==> config.mk <==
export PLATFORM = sky130hd
export DESIGN_NAME = lsu
export DESIGN_NICKNAME = d
export VERILOG_FILES = /design/src/rtl/lsu.sv
export SDC_FILE = /design/constraint.sdc
export NUM_CORES = 1
export LEC_CHECK = 0
export ABC_AREA = 1
export BUFFER_PORTS_ARGS = -buffer_cell sky130_fd_sc_hd__buf_2
export CAP_MARGIN = 25
export CORE_MARGIN = 2
export CORE_UTILIZATION = 49
export DETAILED_ROUTE_END_ITERATION = 6
export GPL_TIMING_DRIVEN = 0
export HOLD_SLACK_MARGIN = 0.15
export PLACE_DENSITY_LB_ADDON = 0.12
export RECOVER_POWER = 100
export SKIP_LAST_GASP = 1
export SLEW_MARGIN = 10
export SYNTH_ARGS = -nofsm -noshare
export SYNTH_HDL_FRONTEND = slang
export SYNTH_SLANG_ARGS = --single-unit
==> constraint.sdc <==
create_clock -name clk -period 2.5 [get_ports clk]
set_input_delay 0.125 -clock clk [delete_from_list [all_inputs] [get_ports clk]]
set_output_delay 0.125 -clock clk [all_outputs]
set_load 0.05 [all_outputs]
==> src/rtl/lsu.sv <==
// Load/store unit: captures one memory operation, runs it over a valid/ready word bus,
// and returns the lane-aligned, sign/zero-extended load result on mem_r.
module lsu #(
  parameter int XLEN = 32
) (
  input  logic            clk,
  input  logic            rst,
  input  logic            lsu_valid,
  output logic            lsu_ready,
  input  logic            is_load,
  input  logic            is_store,
  input  logic [2:0]      funct3,
  input  logic [XLEN-1:0] addr,
  input  logic [XLEN-1:0] wdata,
  output logic [XLEN-1:0] mem_r,
  output logic            lsu_done,
  output logic            lsu_err,
  output logic            mem_req_valid,
  input  logic            mem_req_ready,
  output logic [XLEN-1:0] mem_addr,
  output logic            mem_wen,
  output logic [XLEN-1:0] mem_wdata,
  output logic [3:0]      mem_wstrb,
  input  logic            mem_rsp_valid,
  input  logic [XLEN-1:0] mem_rdata
);

  typedef enum logic [1:0] {
    IDLE = 2'd0,
    REQ  = 2'd1,
    WAIT = 2'd2,
    DONE = 2'd3
  } state_t;

  state_t          state_r;
  logic [2:0]      funct3_r;
  logic [1:0]      off_r;
  logic            is_load_r;

  logic            accept_s;
  logic            legal_s;
  logic            rsp_take_s;
  logic [XLEN-1:0] load_val_s;

  // Size/alignment legality; BU/HU exist only for loads.
  function automatic logic legal_f(input logic ld, input logic st,
                                   input logic [2:0] f3, input logic [1:0] o);
    logic ok;
    ok = 1'b0;
    if (ld && st) begin
      ok = 1'b0;
    end else begin
      case (f3)
        3'b000:  ok = 1'b1;
        3'b001:  ok = ~o[0];
        3'b010:  ok = (o == 2'b00);
        3'b100:  ok = ld;
        3'b101:  ok = ld & ~o[0];
        default: ok = 1'b0;
      endcase
    end
    return ok;
  endfunction

  function automatic logic [3:0] strb_f(input logic [2:0] f3, input logic [1:0] o);
    logic [3:0] s;
    s = 4'b0000;
    case (f3[1:0])
      2'b00:   s = 4'b0001 << o;
      2'b01:   s = 4'b0011 << o;
      2'b10:   s = 4'b1111;
      default: s = 4'b0000;
    endcase
    return s;
  endfunction

  function automatic logic [XLEN-1:0] wdata_f(input logic [2:0] f3, input logic [XLEN-1:0] d);
    logic [XLEN-1:0] w;
    w = d;
    case (f3[1:0])
      2'b00:   w = {(XLEN/8){d[7:0]}};
      2'b01:   w = {(XLEN/16){d[15:0]}};
      default: w = d;
    endcase
    return w;
  endfunction

  function automatic logic [XLEN-1:0] load_f(input logic [2:0] f3, input logic [1:0] o,
                                             input logic [XLEN-1:0] rd);
    logic [XLEN-1:0] sh;
    logic [XLEN-1:0] v;
    sh = rd >> {o, 3'b000};
    case (f3)
      3'b000:  v = {{(XLEN-8){sh[7]}}, sh[7:0]};
      3'b001:  v = {{(XLEN-16){sh[15]}}, sh[15:0]};
      3'b100:  v = {{(XLEN-8){1'b0}}, sh[7:0]};
      3'b101:  v = {{(XLEN-16){1'b0}}, sh[15:0]};
      default: v = sh;
    endcase
    return v;
  endfunction

  // Request acceptance, legality and response-consume decode.
  always_comb begin
    accept_s   = lsu_valid & lsu_ready & (is_load | is_store);
    legal_s    = legal_f(is_load, is_store, funct3, addr[1:0]);
    rsp_take_s = mem_rsp_valid & (((state_r == REQ) & mem_req_ready) | (state_r == WAIT));
    load_val_s = load_f(funct3_r, off_r, mem_rdata);
  end

  // Control FSM with all bus and result outputs registered.
  always_ff @(posedge clk) begin
    if (rst) begin
      state_r       <= IDLE;
      funct3_r      <= 3'b000;
      off_r         <= 2'b00;
      is_load_r     <= 1'b0;
      lsu_ready     <= 1'b1;
      lsu_done      <= 1'b0;
      lsu_err       <= 1'b0;
      mem_req_valid <= 1'b0;
      mem_addr      <= {XLEN{1'b0}};
      mem_wen       <= 1'b0;
      mem_wdata     <= {XLEN{1'b0}};
      mem_wstrb     <= 4'b0000;
      mem_r         <= {XLEN{1'b0}};
    end else begin
      case (state_r)
        IDLE: begin
          lsu_done <= 1'b0;
          lsu_err  <= 1'b0;
          if (accept_s) begin
            funct3_r  <= funct3;
            off_r     <= addr[1:0];
            is_load_r <= is_load;
            lsu_ready <= 1'b0;
            if (legal_s) begin
              state_r       <= REQ;
              mem_req_valid <= 1'b1;
              mem_addr      <= {addr[XLEN-1:2], 2'b00};
              mem_wen       <= is_store;
              mem_wdata     <= wdata_f(funct3, wdata);
              mem_wstrb     <= is_store ? strb_f(funct3, addr[1:0]) : 4'b0000;
            end else begin
              state_r  <= DONE;
              lsu_done <= 1'b1;
              lsu_err  <= 1'b1;
            end
          end
        end
        REQ, WAIT: begin
          if (state_r == REQ && mem_req_ready) begin
            mem_req_valid <= 1'b0;
            state_r       <= WAIT;
          end
          if (rsp_take_s) begin
            state_r  <= DONE;
            lsu_done <= 1'b1;
            lsu_err  <= 1'b0;
            if (is_load_r) begin
              mem_r <= load_val_s;
            end
          end
        end
        DONE: begin
          state_r   <= IDLE;
          lsu_done  <= 1'b0;
          lsu_err   <= 1'b0;
          lsu_ready <= 1'b1;
        end
        default: begin
          state_r       <= IDLE;
          lsu_ready     <= 1'b1;
          lsu_done      <= 1'b0;
          lsu_err       <= 1'b0;
          mem_req_valid <= 1'b0;
        end
      endcase
    end
  end

endmodule

==> Word level (Yosys, flattened, before mapping) <==
Cells that the tools add are included.
{ "word_totals": {"mem_bits_ro": 0, "out_inout_bits": 105, "mem_count": 0, "ram_bits": 0, "ff_bits": 111, "in_bits": 106, "latchBits": 0} }
{ "op_classes": {"n_mux": 23, "n_div": 0, "n_reduce_logical": 16, "shifts": 3, "multipliers": 0, "order_cmp": 0, "n_eq_ne": 17, "n_bitwise": 8, "addsub": 0} }
{ "ops": {"columns": ["op", "count"], "rows": [
  ["case mux 32 bit (4 select lines)", 1],
  ["case mux 32 bit (2 select lines)", 1],
  [">> shifter 32 x 5 -> 32 bit", 1],
  ["equality test 3 bit, second input constant", 4],
  ["case mux 4 bit (3 select lines)", 1],
  ["two-way mux 1 bit", 9],
  ["two-way mux 2 bit", 4],
  ["inequality test 2 bit, second input constant", 4],
  ["equality test 2 bit, second input constant", 3],
  ["equality test 3 x 1 -> 1 bit, second input constant", 2],
  ["zero test 2 bit", 3],
  ["zero test 3 bit", 2],
  ["case mux 1 bit (3 select lines)", 2],
  ["case mux 2 bit (3 select lines)", 1],
  ["AND reduction 2 bit", 3],
  ["AND reduction 3 bit", 2],
  ["bitwise AND 1 bit", 5],
  ["case mux 1 bit (5 select lines)", 1],
  ["equality test 2 x 1 -> 1 bit, second input constant", 2],
  ["two-way mux 4 bit", 1],
  ["case mux 1 bit (2 select lines)", 2],
  ["AND reduction 4 bit", 1],
  ["nonzero test 2 bit", 2],
  ["left shift 1 x 2 -> 4 bit, first input constant", 1],
  ["7 further kinds", 9]
]} }

==> Logic depth before layout (Yosys ltp) <==
{ "depth": {"word_depth": 7, "depth_mapped": 12, "ltp_nobuf": 11} }

==> Worst setup path before layout <==
Ideal clock, no wire load.
{ "synth_timing": {"path_type": "register to register", "from": "register lsu_ready", "to": "register mem_addr[10]", "synth_period_minus_slack_ps": 1810, "setup_time_ps": 132, "required_time_ps": 2368, "stages_incl_launch_ff": 8, "setup_slack_ps": 690, "arrival_time_ps": 1678, "path_buffers": 2, "path_cell_list": "dfxtp_1 -> nand2_1 -> nor3_2 -> nand3_2 -> buf_2 -> buf_2 -> nand2_1 -> a21oi_1"} }
{ "synth_between": {"elab_chain_len": 3} }
{ "synth_rtl": {"columns": ["element", "line", "source"], "rows": [
  ["start: declaration", "9", "output logic lsu_ready,"],
  ["start signal: assignment", "118", "lsu_ready <= 1'b1;"],
  ["start signal: assignment", "136", "lsu_ready <= 1'b0;"],
  ["start signal: assignment", "169", "lsu_ready <= 1'b1;"],
  ["bitwise AND 1 bit (2 in a row)", "105", "accept_s = lsu_valid & lsu_ready & (is_load | is_store);"],
  ["AND reduction 3 bit (no source line)", null, null],
  ["end signal: assignment", "122", "mem_addr <= {XLEN{1'b0}};"],
  ["end signal: assignment", "140", "mem_addr <= {addr[XLEN-1:2], 2'b00};"],
  ["end: declaration", "20", "output logic [XLEN-1:0] mem_addr,"]
]} }
Every way passes these cells.
A chain may end at the register's enable or synchronous reset.

==> Worst setup path in the final report <==
{ "layout_timing": {"from": "register state_r[0]", "to": "register mem_r[23]"} }
{ "layout_between": {"elab_chain_len": 5} }
{ "layout_rtl": {"columns": ["element", "line", "source"], "rows": [
  ["start: declaration", "35", "state_t state_r;"],
  ["start signal: assignment", "114", "state_r <= IDLE;"],
  ["start signal: assignment", "138", "state_r <= REQ;"],
  ["start signal: assignment", "145", "state_r <= DONE;"],
  ["equality test 2 x 1 -> 1 bit", "107, 128", null],
  ["bitwise AND 1 bit", "107", "rsp_take_s = mem_rsp_valid & (((state_r == REQ) & mem_req_ready) | (state_r == WAIT));"],
  ["bitwise OR 1 bit", "107", null],
  ["bitwise AND 1 bit", "107", null],
  ["AND reduction 3 bit (no source line) (*)", null, null],
  ["end signal: assignment", "126", "mem_r <= {XLEN{1'b0}};"],
  ["end signal: assignment", "161", "mem_r <= load_val_s;"],
  ["end: declaration", "15", "output logic [XLEN-1:0] mem_r,"]
]} }
Mark *: on every way between the ends. The rest lies on a longest branch, timed or not.

==> impl_metrics.json <==
{
  "rsz0062_at_grt": "false",
  "cp_max_fo": 10,
  "status": "completed",
  "h-tree-depth": 3,
  "synth-edff-count": 0,
  "grt_max_degree": 19,
  "num_rows": 38,
  "gp_congestion": 0.956,
  "synthTopCellsByArea": "dfxtp_1 42%, nand2_1 19%, a21oi_1 10%, inv_1 5.9%, nand3_1 4.4%",
  "utilization_pct": 68.5,
  "max-cap-violations": 0,
  "worstMarginPinSlew_ns": 0.664,
  "grtUsageMet1_pct": 36.0,
  "place_hpwl_mm": 11.4,
  "cts_tree": "yes",
  "synth_top_area_share_pct": 41.8,
  "grt_use_met2_pct": 45.5,
  "port_buffers": 207,
  "syn_avg_cell_area_um2": 6.53,
  "total_power_mw": 4.67,
  "num_vias": 6037,
  "drc": 0,
  "finalMaxSlewViolations": 0,
  "worstPathRequired_ns": 2.78,
  "p_leak_nw": 3.31,
  "place_area_mm2": 0.00653,
  "diodes": 0,
  "grtUsageTotal_pct": 27.2,
  "synthArstFlopShare_pct": 0,
  "cp.arrival_ns": 2.46,
  "yosys_warnings": 0,
  "min-delay-path-class": "in2reg",
  "multi_input_area_mm2": 0.00252,
  "cts_resized": 0,
  "seq_area_frac_synth_pct": 41.8,
  "clock_tree.buffer_depth": 2,
  "synth.most_common_cell": "nand2_1",
  "ant_nets": 0,
  "core_mm2": 0.0107,
  "cts_buffers": 9,
  "syn_area_mm2": 0.00531,
  "period_needed_ns": 2.19,
  "setup_violations": 0,
  "final_cell_area_mm2": 0.00733,
  "nFillCells": 1047,
  "synth-seq-cells": 111,
  "dp.cells": 1162,
  "clock-root-buffer": "clkbuf_8",
  "grt_busiest_layer": "met2",
  "seqCellArea_mm2": 0.00222,
  "synth_ff_type": "dfxtp_1",
  "stdcell_count": 1254,
  "powerDensity_mw_per_mm2": 637,
  "finalSetupTns_ns": 0,
  "synth_common_cells": "275 x nand2_1, 111 x dfxtp_1, 106 x a21oi_1",
  "grt_pass1_wl_mm": 25.5,
  "drt_iter0_drc": 331,
  "antenna_found_initial": 0,
  "layout-drive-gt1-share_pct": 13.4,
  "die_area_mm2": 0.0117,
  "final_net_count": 1220,
  "gr-usage-met3_pct": 4.22,
  "post-route-period-util_pct": 87.5,
  "relSlewSlack_pct": 55.9,
  "drt_pass1_iterations": 5,
  "io_pins": 211,
  "place_ws_ns": 0.349,
  "grt_pass1_vias": 5514,
  "hold_viol_final": 0,
  "routedWlPerCell_um": 13.2,
  "route.final.wire_length_mm": 16.6,
  "fp.dieW_um": 108,
  "fin_skew_ns": 0.0183,
  "postSynthCellCount": 814,
  "max_freq_mhz": 457,
  "synth_top_cell_by_area": "dfxtp_1",
  "fin_ws_ns": 0.313,
  "die_height_um": 108,
  "cp-end-kind": "flip-flop",
  "start_util_pct": 49.7,
  "area_delta_synth_final_pct": 37.9,
  "cp-start-kind": "flip-flop",
  "globalRoute.totalOverflow": 0,
  "via_per_inst": 4.81,
  "cts.clk_slew.worst_paths_ns": 0.12,
  "ys_types": 26,
  "peakVddDrop_uv": 351,
  "worstSkewPairLatency_ns": 0.39,
  "crit_type": "reg2reg",
  "fin_hold_ws_ns": 0.163,
  "numClockSinks": 111
}
==> layout make-up <==
| class | count | share of cell area (%) |
|---|---|---|
| inverter | 89 | 4.56 |
| sequential | 111 | 30.3 |
| multi-input combinational | 565 | 34.4 |
| tap | 140 | 2.39 |
| timing repair buffer | 283 | 22.8 |
| clock inverter | 6 | 0.615 |
| clock buffer | 10 | 1.74 |
| buffer | 50 | 3.18 |
==> flip-flops by register name (all words and copies together) (netlist names) <==
| register | count |
|---|---|
| mem_req_valid | 1 |
| lsu_err | 1 |
| mem_wdata | 32 |
| state_r | 2 |
| is_load_r | 1 |
| mem_wen | 1 |
| mem_wstrb | 4 |
| lsu_ready | 1 |
| lsu_done | 1 |
| funct3_r | 3 |
| mem_r | 32 |
| off_r | 2 |
| mem_addr | 30 |
==> cell families after synthesis <==
kind of cell             after synthesis  synth area share (%)
AO/OA/AOI/OAI                        169                  16.8
adder cells (fa/ha/maj)                5                  1.18
buffers and inverters                139                  10.7
flip-flops                           111                  41.8
other                                  1                0.0706
AND/OR/NAND/NOR                      389                  29.5
==> placed cells by master (no fill, tap or decap) <==
cell / Yosys / final
clkbuf_8: 0 / 9
clkbuf_1: 32 / 136
buf_2: 9 / 111
clkinv_1: 1 / 1
nor3_1: 2 / 3
inv_2: 5 / 4
inv_1: 83 / 84
o211ai_1: 1 / 1
dfxtp_1: 111 / 111
or2_2: 7 / 7
nand3_2: 1 / 1
conb_1: 1 / 2
nand3_1: 47 / 47
o31ai_1: 2 / 2
o21ai_0: 45 / 45
inv_8: 0 / 1
ha_1: 5 / 5
o21a_1: 15 / 15
buf_4: 7 / 7
clkbuf_2: 0 / 2
dlygate4sd3_1: 0 / 76
nand4_1: 2 / 2
clkinvlp_4: 0 / 2
a21oi_1: 106 / 106
buf_6: 1 / 1
clkinv_4: 0 / 1
nor2_1: 52 / 52
clkinv_2: 0 / 2
buf_1: 1 / 1
nor2_4: 1 / 1
nand2_1: 275 / 275
nor3b_1: 1 / 1
==> per-layer routing <==
| layer | part of all wire [%] | routed length, um |
|---|---|---|
| met2 | 46 | 7580 |
| met1 | 46 | 7540 |
| met5 | 0 | 0 |
| met4 | 2.0 | 339 |
| met3 | 6.7 | 1100 |
==> critical path, stage by stage (launching register included) <==
cell	delay, ns
dfxtp_1	0.40
inv_1	0.11
ha_1	0.34
inv_1	0.11
nor3_1	0.41
clkbuf_1	0.37
nand2_1	0.13
o21ai_0	0.17
inv_1	0.05
==> report_power, final <==
part	leakage, nW	internal, mW	total [mW]	switching (mW)
sequential	0.898	1.89	1.97	0.0804
clock	0.0842	0.369	1.01	0.641
combinational	2.33	0.529	1.68	1.15
==> final timing paths <==
check / depth (start not counted) / slack, ns / start / end
setup / recovery: 8 / 0.31 / state_r[0] / mem_r[23]
hold / removal: 5 / 0.16 / wdata[21] / mem_wdata[21]
setup reg to reg: 8 / 0.31 / state_r[0] / mem_r[23]
hold reg to reg: 2 / 0.47 / mem_addr[3] / mem_addr[3]
==> repair_timing <==
action | CTS | global route
setup buffers | 0 | 0
hold endpoints to repair | 71 | 0
hold buffers | 76 | 0
(Power assumes the default switching activity.)
